File: config.mk
export PLATFORM = sky130hd
export DESIGN_NAME = hazard_ctrl
export DESIGN_NICKNAME = d
export VERILOG_FILES = /design/src/rtl/hazard_ctrl.sv
export SDC_FILE = /design/constraint.sdc
export NUM_CORES = 1
export LEC_CHECK = 0
export ABC_CLOCK_PERIOD_IN_PS = 1300
export BUFFER_PORTS_ARGS = -buffer_cell sky130_fd_sc_hd__buf_4
export CORE_UTILIZATION = 39
export DETAILED_ROUTE_END_ITERATION = 10
export PLACE_DENSITY = 0.78
export RECOVER_POWER = 25
export REMOVE_ABC_BUFFERS = 1
export SETUP_SLACK_MARGIN = 0.1
export SYNTH_ARGS = -nofsm -noshare
export SYNTH_HDL_FRONTEND = slang
export SYNTH_SLANG_ARGS = --single-unit
File: constraint.sdc
create_clock -name i_clk -period 1.3 [get_ports i_clk]
set_input_delay 0.13 -clock i_clk [delete_from_list [all_inputs] [get_ports i_clk]]
set_output_delay 0.13 -clock i_clk [all_outputs]
set_load 0.01 [all_outputs]
File: src/rtl/hazard_ctrl.sv
`default_nettype none
// ============================================================================
// hazard_ctrl : stall/flush sequencing for the five-stage core (load-use,
//               taken branch, data-memory wait, SCALL/SBREAK drain-and-halt).
// Optional build macro: HAZARD_PERF_CNT_EN (stall-cycle / flush-event counters)
// Revision: 1.0
// ============================================================================

package hazard_ctrl_pkg;
  typedef enum logic [0:0] {
    SYSOP_SCALL  = 1'b0,
    SYSOP_SBREAK = 1'b1
  } t_sysop;
endpackage

module hazard_ctrl
  import hazard_ctrl_pkg::*;
#(
  parameter int unsigned DRAIN_CYCLES = 2
) (
  input  logic        i_clk,
  input  logic        i_rst,
  input  logic [4:0]  i_id_rs1,
  input  logic [4:0]  i_id_rs2,
  input  logic        i_id_uses_rs1,
  input  logic        i_id_uses_rs2,
  input  logic [4:0]  i_ex_rd,
  input  logic        i_ex_regwrite,
  input  logic [1:0]  i_ex_memtoreg,
  input  logic        i_ex_br_taken,
  input  logic        i_ex_sys_valid,
  input  t_sysop      i_ex_sysop,
  input  logic        i_mem_req,
  input  logic        i_mem_ack,
  input  logic        i_resume,
  output logic        o_stall_if,
  output logic        o_stall_id,
  output logic        o_stall_ex,
  output logic        o_stall_mem,
  output logic        o_flush_id,
  output logic        o_flush_ex,
  output logic        o_halted,
  output t_sysop      o_halt_cause
`ifdef HAZARD_PERF_CNT_EN
 ,output logic [31:0] o_stall_cycles,
  output logic [31:0] o_flush_events
`endif
);

  localparam logic [3:0] C_DRAIN_LOAD = 4'(DRAIN_CYCLES);

  typedef enum logic [1:0] {
    ST_RUN      = 2'd0,
    ST_MEM_WAIT = 2'd1,
    ST_DRAIN    = 2'd2,
    ST_HALT     = 2'd3
  } t_state;

  t_state     state_q, state_d;
  logic [3:0] cnt_q, cnt_d;
  t_sysop     halt_cause_q, halt_cause_d;
  logic       halted_q, halted_d;

  logic w_mw, w_lu;
  logic w_stall_if, w_stall_id, w_stall_ex, w_stall_mem;
  logic w_flush_id, w_flush_ex;

  assign w_mw = i_mem_req & ~i_mem_ack;
  assign w_lu = i_ex_regwrite & (i_ex_memtoreg == 2'b01) & (i_ex_rd != 5'd0) &
                ((i_id_uses_rs1 & (i_id_rs1 == i_ex_rd)) |
                 (i_id_uses_rs2 & (i_id_rs2 == i_ex_rd)));

  always_comb begin
    state_d      = state_q;
    cnt_d        = cnt_q;
    halt_cause_d = halt_cause_q;
    w_stall_if   = 1'b0;
    w_stall_id   = 1'b0;
    w_stall_ex   = 1'b0;
    w_stall_mem  = 1'b0;
    w_flush_id   = 1'b0;
    w_flush_ex   = 1'b0;
    case (state_q)
      ST_RUN, ST_MEM_WAIT: begin
        state_d = ST_RUN;
        if (w_mw) begin
          // a branch/sys op in EX simply waits here and is seen again after the wait
          w_stall_if  = 1'b1;
          w_stall_id  = 1'b1;
          w_stall_ex  = 1'b1;
          w_stall_mem = 1'b1;
          state_d     = ST_MEM_WAIT;
        end else if (i_ex_sys_valid) begin
          w_stall_if   = 1'b1;
          w_flush_id   = 1'b1;
          halt_cause_d = i_ex_sysop;
          cnt_d        = C_DRAIN_LOAD;
          state_d      = ST_DRAIN;
        end else if (i_ex_br_taken) begin
          w_flush_id = 1'b1;
          w_flush_ex = 1'b1;
        end else if (w_lu) begin
          w_stall_if = 1'b1;
          w_stall_id = 1'b1;
          w_flush_ex = 1'b1;
        end
      end
      ST_DRAIN: begin
        w_stall_if = 1'b1;
        w_stall_id = 1'b1;
        w_stall_ex = 1'b1;
        if (w_mw) begin
          w_stall_mem = 1'b1;
        end else if (cnt_q <= 4'd1) begin
          cnt_d   = 4'd0;
          state_d = ST_HALT;
        end else begin
          cnt_d = cnt_q - 4'd1;
        end
      end
      ST_HALT: begin
        w_stall_if  = 1'b1;
        w_stall_id  = 1'b1;
        w_stall_ex  = 1'b1;
        w_stall_mem = 1'b1;
        if (i_resume) begin
          // retire the parked sys op so it cannot trap again
          w_flush_ex = 1'b1;
          state_d    = ST_RUN;
        end
      end
      default: state_d = ST_RUN;
    endcase
    halted_d = (state_d == ST_HALT);
  end

  always_ff @(posedge i_clk or posedge i_rst) begin
    if (i_rst) begin
      state_q      <= ST_RUN;
      cnt_q        <= 4'd0;
      halt_cause_q <= SYSOP_SCALL;
      halted_q     <= 1'b0;
    end else begin
      state_q      <= state_d;
      cnt_q        <= cnt_d;
      halt_cause_q <= halt_cause_d;
      halted_q     <= halted_d;
    end
  end

  // reset is asynchronous, so the combinational enables are masked by it too
  assign o_stall_if   = w_stall_if  & ~i_rst;
  assign o_stall_id   = w_stall_id  & ~i_rst;
  assign o_stall_ex   = w_stall_ex  & ~i_rst;
  assign o_stall_mem  = w_stall_mem & ~i_rst;
  assign o_flush_id   = w_flush_id  & ~i_rst;
  assign o_flush_ex   = w_flush_ex  & ~i_rst;
  assign o_halted     = halted_q;
  assign o_halt_cause = halt_cause_q;

`ifdef HAZARD_PERF_CNT_EN
  logic [31:0] stall_cycles_q, stall_cycles_d;
  logic [31:0] flush_events_q, flush_events_d;

  always_comb begin
    stall_cycles_d = stall_cycles_q;
    flush_events_d = flush_events_q;
    if (o_stall_if && (state_q != ST_HALT)) begin
      stall_cycles_d = stall_cycles_q + 32'd1;
    end
    if (o_flush_ex) begin
      flush_events_d = flush_events_q + 32'd1;
    end
  end

  always_ff @(posedge i_clk or posedge i_rst) begin
    if (i_rst) begin
      stall_cycles_q <= 32'd0;
      flush_events_q <= 32'd0;
    end else begin
      stall_cycles_q <= stall_cycles_d;
      flush_events_q <= flush_events_d;
    end
  end

  assign o_stall_cycles = stall_cycles_q;
  assign o_flush_events = flush_events_q;
`endif

endmodule

`default_nettype wire

### After elaboration in Yosys (flattened, before gate mapping)

Cells that the tools add are included.
W data, S select, Z words.

| cells by class | value |
|---|---|
| equal/unequal tests | 10 |
| add/subtract/negate cells | 1 |
| bitwise gates (word level) | 16 |
| reductions and logical operators | 8 |
| $lt $le $gt $ge | 1 |
| multiplexer cells | 31 |

Operators by type and width:

| cell | count |
|---|---|
| $mux W4 | 4 |
| $mux W1 | 15 |
| $and A1 B1 Y1 | 12 |
| $eq A5 B5 Y1 | 2 |
| $mux W2 | 5 |
| $pmux W1 S2 | 5 |
| $pmux W4 S2 | 1 |
| $eq A2 B2 Y1 const B | 3 |
| $ne A2 B2 Y1 const B | 3 |
| $pmux W2 S3 | 1 |
| $reduce_bool A5 Y1 | 1 |
| $eq A2 B1 Y1 const B | 2 |
| $le A4 B1 Y1 const B | 1 |
| $reduce_and A4 Y1 | 1 |
| $reduce_or A2 Y1 | 2 |
| $sub A4 B1 Y4 const B | 1 |
| $not A1 Y1 | 3 |
| $reduce_and A3 Y1 | 1 |
| $reduce_or A3 Y1 | 1 |
| $logic_not A2 Y1 | 1 |
| $reduce_bool A2 Y1 | 1 |
| $or A1 B1 Y1 | 1 |

| word-level totals | value |
|---|---|
| output and inout port bits | 8 |
| input bits | 28 |
| register bits after elaboration | 8 |

### Longest topological paths before layout

Gate-level depths: netlist (run 1).

| depth | value |
|---|---|
| depth in word-level cells | 10 |
| gate-level depth with buffers | 6 |
| depth with buffers taken out | 6 |

### Worst setup path after synthesis (run 1)

Ideal clock, no wire load.

| path | value |
|---|---|
| kind | register to register |
| start point | register cnt_q[0] |
| end point | register cnt_q[1] |
| cell stages (with the launch flop) | 6 |
| slack | -35 ps |
| library setup time | 138 ps |
| period minus slack after synthesis | 1335 ps |
| data arrival time | 1197 ps |
| data required time | 1162 ps |
| path through | dfrtp_1 > inv_1 > ha_1 > o21ai_0 > a2111oi_0 > a21oi_1 |

| on the way | value |
|---|---|
| longest elaborated chain between the ends | 4 |
| elaborated cells on any way between the ends | 5 |
| those cells by class | 1 x add/sub; 1 x order compare; 3 x mux |

RTL lines:

| what | line | text |
|---|---|---|
| start, declared | 60 | `logic [3:0] cnt_q, cnt_d;` |
| start signal, assigned | 145 | `cnt_q <= cnt_d;` |
| $sub A4 B1 Y4 or $le A4 B1 Y1 (tied branches) | 118, 114 |  |
| $mux W4 (*) | 114 | `end else if (cnt_q <= 4'd1) begin` |
| $mux W4 (*) | 112 | `if (w_mw) begin` |
| $pmux W4 S2 (*) | 83 | `case (state_q)` |

Every way passes the cells marked *; elsewhere a longest branch is shown, timed or not. The select of a mux whose other input is x is not followed.
A chain may end at the register's enable or synchronous reset.

### Worst setup path in the final report (run 1)

| path | value |
|---|---|
| start point | register state_q[1] |
| end point | output port o_flush_ex |

| on the way | value |
|---|---|
| longest elaborated chain between the ends | 4 |
| elaborated cells on any way between the ends | 6 |
| those cells by class | 2 x eq/ne; 1 x mux; 1 x bitwise; 2 x reduce/logical |

RTL lines:

| what | line | text |
|---|---|---|
| start, declared | 59 | `t_state state_q, state_d;` |
| start signal, assigned | 144 | `state_q <= state_d;` |
| $eq A2 B1 Y1 or $logic_not A2 Y1 (tied branches) | 83 |  |
| $reduce_or A2 Y1 | 83 |  |
| $pmux W1 S2 (*) | 83 |  |
| $and A1 B1 Y1 (*) | 157 | `assign o_flush_ex = w_flush_ex & ~i_rst;` |
| end, declared | 41 | `output logic o_flush_ex,` |

Every way passes the cells marked *; elsewhere a longest branch is shown, timed or not.

==> results of run 1 <==
==> worst max-delay path, cell delays in order, from the launching register on <==
cell	delay, ns
dfrtp_2	0.45
inv_2	0.11
nor3_1	0.33
a21oi_1	0.09
o21ai_1	0.12
buf_4	0.15
==> registers in the layout, summed over array words and instances, names as in the netlist <==
name,cells
o_halted,1
cnt_q,4
state_q,2
o_halt_cause,1
==> power by group <==
group | switching [mW] | internal (mW) | leakage, nW
Sequential | 0.145 | 0.361 | 0.0959
Combinational | 0.958 | 0.971 | 0.526
Clock | 0.0947 | 0.106 | 0.0138
Total | 1.20 | 1.44 | 0.636
==> worst max-delay path by stage <==
| stage | to | slack, ns | depth (start not counted) |
|---|---|---|---|
| 3_3_place_gp | o_stall_id | -0.25 | 6 |
| 6_report | o_flush_ex | -0.35 | 5 |
| 3_5_place_dp | o_stall_id | -0.24 | 6 |
| 2_1_floorplan | cnt_q[1] | -0.04 | 5 |
| 5_1_grt | o_flush_ex | -0.34 | 5 |
| 4_1_cts | o_stall_id | -0.19 | 6 |
==> layout make-up <==
cell class	instances	area, sq um
clock buffers	3	22.52
fillers	61	136.4
inverters	6	22.52
multi-input cells	65	670.6
flip-flops and latches	8	203.9
well taps	16	20.02
repair buffers	59	483.0
==> through the flow <==
| step | power (mW) | utilization (%) | TNS (ns) |
|---|---|---|---|
| final | 2.637 | 91.25 | -1.700 |
| after global routing | 2.712 | 91.25 | -2.027 |
| after global placement | 1.344 | 66.21 | -0.9124 |
| after detailed placement | 1.381 | 66.21 | -1.091 |
| after CTS | 2.032 | 82.18 | -0.8545 |
| after floorplan | 0.9011 | - | -0.03520 |
==> layout by cell type, fill, tap and decap left out, types with 3 or more instances in the layout <==
cell type / instances
buf_4: 48
xor2_1: 8
buf_6: 7
nand2_1: 5
dfrtp_1: 5
nand2b_1: 4
nor2_1: 4
inv_2: 3
o21ai_2: 3
inv_1: 3
nor2_4: 3
o21ai_1: 3
or4_4: 3
clkbuf_4: 3
dfrtp_2: 3
==> what timing repair did <==
action                                 4_1_cts  5_1_grt
setup endpoints to repair                   12       13
gates resized for setup                     40       25
hold buffers                                 1        0
pin swaps                                   14       14
endpoints found under the hold margin        8        0
buffers inserted                            10        2
==> cells by family after synthesis <==
logic type / after synthesis
buffers and inverters: 8
flip-flops: 8
multiplexers: 1
AND/OR/NAND/NOR: 32
XOR/XNOR: 10
adder cells (fa/ha/maj): 2
AO/OA/AOI/OAI: 20
==> layer usage <==
metal / up-vias / wire, um / part of all wire [%] / track usage (%)
met2: 71 / 1624 / 47 / 54.03
met1: 464 / 1310 / 38 / 40.63
li1: 415 / - / - / -
met4: 0 / 170 / 5.0 / 8.125
met5: - / 0 / 0 / 0
met3: 22 / 317 / 9.3 / 9.583
==> metrics, run 1 <==
Initial Util=43.42%; drt first pass iters=7; top_reg_cell synth=dfrtp_1; post-synthesis cell count=81; share of the synthesized area in the top cell type=29.57%; Final Hold Slack=0.1189 ns; RSZ-0062 raised after global routing=true; worst flop-to-flop path endpoint=cnt_q[3]; routability cong.=0.8515; CTS root buf=clkbuf_4; PnR worst setup slack=-0.3505 ns; post-route ant nets=0; share of cells above drive strength 1=68.09%; yosys synthesis warning count=0; Nets=173; maxcap violations=0; clk slew on worst S/H paths=0.06 ns; drt total wl=3.422 mm; Hold Crit Class=in -> reg; Vias=972; Leak=0.6356 nW; Hold Path Depth=2; Critical path origin=state_q[1]; Residual DRC=1; area leader, netlist=dfrtp_1; failing checks=design-rule violations, negative setup slack; dpl hpwl=1.580 mm; post-synthesis adder-cell area fraction=3.697%; Tcrit/Tclk final=127.0%; simple logic cell fraction of the synthesized area=24.95%; crit end category=output pin; area grow syn2layout=110.2%; Clock Sinks=8; Final Hold Viols=0; Post-synth EDFFs=0; GRT overflow=0; first-pass GRT wire length=4.512 mm; die width=43.66 um; Register-to-Register Setup Slack=-0.18 ns; Worst Skew=0.01025 ns; initial antenna violation count=0; status=finished, violations left; R2R Path Start=cnt_q[0]; sequential share of the synthesized area=29.57%; GRT Overall Usage=32.32%; syn_area_per_cell=8.357 sq um; dpl ws=-0.2422 ns; Post-Place Cell Area=1032 sq um; worst-margin pin slew=0.6924 ns; largest fanout on the critical path=5; WP data required=1.17 ns; Antenna Cells=0; CTS H-tree depth=1; CP Launch Type=register; worst skew pair latency=0.27 ns; Commonest cells post-synth=8 x dfrtp_1, 8 x xor2_1, 7 x nor2_1, 6 x inv_1, 6 x nand2_1; top cells by area, synth=dfrtp_1 30%, xor2_1 10%, nor2_1 3.9%; Peak supply drop=1.512 mV; Synth Area in XOR/XNOR=12.94%; Max Freq=605.9 MHz; die height=43.66 um; CTS buffer count=3; Ports=36; number of distinct library cells after synthesis=30; via-per-instance ratio=6.191; Final Max Tran Viols=0; Post-Syn Area=676.9 sq um; routed len/inst=21.80 um; flops & latches, synth=8; number of global-route vias before repair=966; proportion of synthesized area in mux cells=1.664%; final non-filler cell total=157; Compound-Gate Fraction of Synth Area=22.37%; row count=14; CTS tree=yes; clock buffer depth=2; post-layout min period=1.651 ns; endpoints failing setup=12; Final Cell Area=1423 sq um; Hold Path Origin=i_ex_sysop; Port Buf Inserts=35; largest net degree at the start of global routing=10; Max-slew headroom=53.63%; Synth async-reset ratio=100.0%; critical path class=reg -> out; largest family of logic cells by synthesized area=simple AND/OR/NAND/NOR gates; Worst Hold End=o_halt_cause; crit path DAT=1.52 ns; CORE AREA=1559 sq um; post-placement cell count=141; initial DRC count=48; R2R depth=4; Cell Pwr Density=1854 nW/um^2; DIE AREA=1906 sq um
No activity file was read; power rests on OpenSTA's default activity.
==> run 2: changes to the inputs <==
ABC_CLOCK_PERIOD_IN_PS = 1800   (was 1300)
CORE_UTILIZATION = 43   (was 39)
PLACE_DENSITY = 0.74   (was 0.78)
clock period = 1.8 ns   (was 1.3 ns; I/O delays follow)
==> metrics, run 2 (synthesis results as in run 1) <==
drt first pass iters=4 (was 7); endpoints failing setup=0 (was 12); post-layout min period=1.661 ns; power consumption=1.014 mW (was 2.637 mW); CTS tree=yes (unchanged); crit-path most repeated cell=buf_4; Hold Crit Class=in -> reg (unchanged); Cell Pwr Density=993.1 nW/um^2 (was 1854 nW/um^2); CTS root buf=clkbuf_4 (unchanged); dpl ws=0.1430 ns (was -0.2422 ns); critical path class=in -> out (was reg -> out); switching power=421.2 uW (was 1.198 mW); Register-to-Register Setup Slack=0.34 ns (was -0.18 ns); internal power=592.7 uW (was 1.439 mW); Max Freq=602.1 MHz; first-pass GRT wire length=2.918 mm (was 4.512 mm); Residual DRC=0 (was 1); die width=41.68 um (was 43.66 um); status=complete, no violations (was finished, violations left); CTS buffer count=3 (unchanged); registers with the most flip-flops=cnt_q (4), state_q (2) (unchanged); sum of negative setup slack=0 ns (was -1.700 ns); post-CTS setup buffer count=0 (was 10); clk slew on worst S/H paths=0.05 ns (was 0.06 ns); Max-slew headroom=67.47% (was 53.63%); largest net degree at the start of global routing=11 (was 10); combinational power share=52.0% (was 73.2%); routed len/inst=13.25 um (was 21.80 um); CTS H-tree depth=1 (unchanged); routability cong.=0.8713 (was 0.8515); CP cell instances=buf_4 > or4_4 > o2111ai_4 > or4_1 > o22ai_1 > buf_4 (was inv_2 > nor3_1 > a21oi_1 > o21ai_1 > buf_4); Clock Sinks=8 (unchanged); via-per-instance ratio=5.590 (was 6.191); Sequential Power Share=34.3% (was 19.2%); share of cells above drive strength 1=40.34% (was 68.09%); drt total wl=1.776 mm (was 3.422 mm); GRT Overall Usage=22.14% (was 32.32%); Hold Path Origin=i_ex_sysop (unchanged); crit end category=output pin (unchanged); Peak supply drop=0.5648 mV (was 1.512 mV); Sw Ratio=41.54% (was 45.44%); largest fanout on the critical path=3 (was 5); row count=13 (was 14); Final Max Tran Viols=0 (unchanged); Reg with most FFs=cnt_q (unchanged); commonest non-fill, non-tap cell in the layout=buf_4 (unchanged); die height=41.68 um (was 43.66 um); initial DRC count=20 (was 48); critical path's largest stage delay=0.55 ns (was 0.45 ns); worst skew pair latency=0.25 ns (was 0.27 ns); R2R depth=5 (was 4); post-route ant nets=0 (unchanged); Hold Path Depth=2 (unchanged); WP data required=1.62 ns (was 1.17 ns); Initial Util=48.96% (was 43.42%); initial antenna violation count=0 (unchanged); number of global-route vias before repair=651 (was 966); Nets=151 (was 173); CORE AREA=1383 sq um (was 1559 sq um); CP Launch Type=primary input (was register); Final Hold Viols=0 (unchanged); dpl hpwl=1.419 mm (was 1.580 mm); DIE AREA=1737 sq um (was 1906 sq um); crit path DAT=1.48 ns (was 1.52 ns); Leak=0.4750 nW (was 0.6356 nW); final core occ=73.85% (was 91.25%); GRT overflow=0 (unchanged); CP max-delay cell=or4_4 (was dfrtp_2); most frequent cells in the layout=35 x buf_4, 8 x xor2_1, 7 x nor2_1, 7 x dfrtp_1 (was 48 x buf_4, 8 x xor2_1, 7 x buf_6, 5 x nand2_1, 5 x dfrtp_1); PnR worst setup slack=0.1393 ns (was -0.3505 ns); RSZ-0062 raised after global routing=false (was true); clock network power share=13.8% (was 7.6%); worst-margin pin slew=0.4870 ns (was 0.6924 ns); Worst Skew=0.0008057 ns (was 0.01025 ns); Ports=36 (unchanged); area grow syn2layout=50.83% (was 110.2%); maxcap violations=0 (unchanged); Port Buf Inserts=35 (unchanged); worst flop-to-flop path endpoint=cnt_q[1] (was cnt_q[3]); Tcrit/Tclk final=92.26%; R2R Path Start=cnt_q[0] (unchanged); Worst Hold End=o_halt_cause (unchanged); Vias=749 (was 972); clock buffer depth=2 (unchanged); Antenna Cells=0 (unchanged); max reg flops=4 (unchanged)
-- run 2: changes by cell type in the layout (fill, tap and decap cells not counted), sizes merged --
cell and delta:
buf -22
-- run 2: cell type report --
class                           count  area [sq um]
Multi-Input combinational cell     65         479.2
Fill cell                         105         361.6
Timing Repair Buffer               37         276.5
Sequential cell                     8         201.4
Clock buffer                        3         22.52
Inverter                            6         22.52
Tap cell                           15         18.77
-- run 2: critical path, delay by kind of cell --
family          cells  cell delay, ns
compound gates      2            0.32
buf+inv             2            0.29
simple gates        2            0.70
-- run 2: layer usage --
metal  global-route usage (%)  part of all wire, %  routed length, um  up-vias
li1                         -                    -                  -      370
met4                    7.742                 0.45                  8        0
met5                        0                    0                  0        -
met2                    32.50                   50                887       22
met3                    5.217                  4.3                 77        2
met1                    31.61                   45                803      355
-- run 2: stage by stage --
stage                     hold slack (ns)  std cells  area (sq um)
after floorplan                  0.003739         79         666.9
after global placement             0.2354        130         955.9
after detailed placement           0.2400        130         955.9
after CTS                          0.1515        134         988.4
after global routing               0.1498        134          1021
final                              0.1539        134          1021
-- run 2: power groups by stage --
| stage | clock [mW] | sequential (mW) | combinational (mW) |
|---|---|---|---|
| floorplan | 0 | 0.335 | 0.316 |
| global placement | 0 | 0.342 | 0.507 |
| detailed placement | 0 | 0.345 | 0.512 |
| CTS | 0.142 | 0.341 | 0.516 |
| global route | 0.155 | 0.363 | 0.592 |
| finish | 0.139 | 0.347 | 0.527 |
-- run 2: worst max-delay path by stage --
stage,to,depth (start not counted),from
global route,o_stall_if,6,i_ex_rd[2]
CTS,o_stall_id,6,i_ex_rd[1]
detailed placement,o_stall_id,6,i_ex_rd[1]
global placement,o_stall_id,6,i_ex_rd[1]
floorplan,cnt_q[1],5,cnt_q[0]
finish,o_stall_id,6,i_ex_rd[4]
-- run 2: timing repair --
item / 4_1_cts / 5_1_grt
endpoints found under the hold margin: 8 / 0
hold buffers: 1 / 0
resized for setup: 0 / 6
setup endpoints to repair: 0 / 3
==> run 3: changes to the inputs <==
CELL_PAD_IN_SITES_DETAIL_PLACEMENT = 0   (was not set)
CELL_PAD_IN_SITES_GLOBAL_PLACEMENT = 2   (was not set)
CORE_UTILIZATION = 23   (was 43)
==> metrics, run 3 (synthesis results as in run 1) <==
Initial Util=24.34% (was 48.96%); first-pass GRT wire length=3.111 mm (was 2.918 mm); Cell Pwr Density=983.3 nW/um^2 (was 993.1 nW/um^2); post-route ant nets=0 (unchanged); maxcap violations=0 (unchanged); switching power=423.0 uW (was 421.2 uW); Final Hold Viols=0 (unchanged); CTS H-tree depth=1 (unchanged); drt first pass iters=4 (unchanged); Hold Path Origin=i_ex_sysop (unchanged); CTS tree=yes (unchanged); R2R Path Start=cnt_q[0] (unchanged); Max-slew headroom=66.93% (was 67.47%); Tcrit/Tclk final=91.60% (was 92.26%); Antenna Cells=0 (unchanged); crit-path most repeated cell=buf_4 (unchanged); Final Max Tran Viols=0 (unchanged); registers with the most flip-flops=cnt_q (4), state_q (2) (unchanged); Worst Skew=0.001027 ns (was 0.0008057 ns); Ports=36 (unchanged); combinational power share=52.3% (was 52.0%); CP max-delay cell=or4_4 (unchanged); Max Freq=606.5 MHz (was 602.1 MHz); commonest non-fill, non-tap cell in the layout=buf_4 (unchanged); Nets=151 (unchanged); Reg with most FFs=cnt_q (unchanged); CP cell instances=buf_4 > or4_4 > o2111ai_4 > or4_1 > o22ai_1 > buf_4 (unchanged); met3 GRT Util=1.613% (was 5.217%); Clock Sinks=8 (unchanged); RSZ-0062 raised after global routing=false (unchanged); internal power=594.5 uW (was 592.7 uW); clk slew on worst S/H paths=0.05 ns (about the same); Vias=727 (was 749); largest fanout on the critical path=3 (unchanged); share of cells above drive strength 1=39.50% (was 40.34%); Final Hold Slack=0.1655 ns (was 0.1539 ns); DIE AREA=3164 sq um (was 1737 sq um); clock network power share=13.3% (was 13.8%); drt total wl=1.780 mm (was 1.776 mm); worst skew pair latency=0.25 ns (about the same); critical path's largest stage delay=0.55 ns (about the same); routed len/inst=11.87 um (was 13.25 um); Sw Ratio=41.57% (was 41.54%); post-placement cell count=146 (was 130); dpl hpwl=1.484 mm (was 1.419 mm); routability cong.=0.7352 (was 0.8713); dpl ws=0.1267 ns (was 0.1430 ns); GRT overflow=0 (unchanged); Hold Crit Class=in -> reg (unchanged); area grow syn2layout=52.86% (was 50.83%); crit end category=output pin (unchanged); most used routing layer=met2 (unchanged); largest net degree at the start of global routing=11 (unchanged); final non-filler cell total=150 (was 134); number of global-route vias before repair=734 (was 651); met1 Use GR=16.24% (was 31.61%); Leak=0.4706 nW (was 0.4750 nW); Critical path origin=i_ex_rd[1] (was i_ex_rd[4]); initial antenna violation count=0 (unchanged); post-layout min period=1.649 ns (was 1.661 ns); status=complete, no violations (unchanged); die height=56.25 um (was 41.68 um); CP Launch Type=primary input (unchanged); GR Util met2=20.07% (was 32.50%); clock buffer depth=2 (unchanged); Peak supply drop=0.5458 mV (was 0.5648 mV); die width=56.25 um (was 41.68 um); worst-margin pin slew=0.4950 ns (was 0.4870 ns); Sequential Power Share=34.4% (was 34.3%); Port Buf Inserts=35 (unchanged); crit path DAT=1.47 ns (was 1.48 ns); via-per-instance ratio=4.847 (was 5.590); max reg flops=4 (unchanged); CORE AREA=2781 sq um (was 1383 sq um); post-CTS setup buffer count=0 (unchanged); endpoints failing setup=0 (unchanged); sum of negative setup slack=0 ns (unchanged); PnR worst setup slack=0.1511 ns (was 0.1393 ns); WP data required=1.62 ns (about the same); GRT Overall Usage=12.58% (was 22.14%); CTS buffer count=3 (unchanged); most frequent cells in the layout=35 x buf_4, 8 x xor2_1, 7 x nor2_1, 7 x dfrtp_1 (unchanged); row count=19 (was 13); critical path class=in -> out (unchanged); CTS root buf=clkbuf_4 (unchanged); initial DRC count=28 (was 20); Residual DRC=0 (unchanged)
run 3: cell counts in the layout (fill, tap and decap cells not counted):
Identical to the previous run, type by type.
run 3: metrics by stage:
stage,instance area (sq um),power (mW),util [%]
after global placement,975.9,0.8720,35.09
after detailed placement,975.9,0.8721,35.09
after floorplan,666.9,0.6508,-
after global routing,1035,1.132,37.20
after CTS,1008,1.016,36.26
final,1035,1.017,37.20
run 3: timing repair:
action / CTS / global route
hold buffers: 1 / 0
hold endpoints to repair: 8 / 0
resized for setup: 0 / 6
setup endpoints to repair: 0 / 4
run 3: critical path: cells and delay by family:
family	cells	cell delay, ns
buf+inv	2	0.28
simple gates	2	0.70
compound gates	2	0.30
run 3: path summary, 6_finish.rpt:
path	end	slack (ns)	depth (start not counted)
setup / recovery	o_stall_id	0.15	6
hold / removal	o_halt_cause	0.17	2
setup reg to reg	cnt_q[1]	0.28	5
hold reg to reg	o_halt_cause	0.52	1
max in group asynchronous	state_q[1]	0.80	4
min in group asynchronous	cnt_q[3]	0.65	4
run 3: layout make-up:
type                            instances  area [sq um]
Clock buffer                            3         22.52
Fill cell                             298          1747
Inverter                                6         22.52
Multi-Input combinational cell         65         473.0
Sequential cell                         8         201.4
Tap cell                               31         38.79
Timing Repair Buffer                   37         276.5
run 3: power by group through the flow:
stage	Sequential (mW)	Combinational, mW	Clock (mW)
after CTS	0.345	0.528	0.143
after detailed placement	0.349	0.523	0
final	0.350	0.533	0.135
after floorplan	0.335	0.316	0
after global placement	0.346	0.526	0
after global routing	0.370	0.611	0.150
run 3: metal layers:
metal  vias to the layer above  routed length, um
met5                         -                  0
met4                         0                 21
met3                         2                 97
met2                        32                863
met1                       319                796
li1                        374                  -
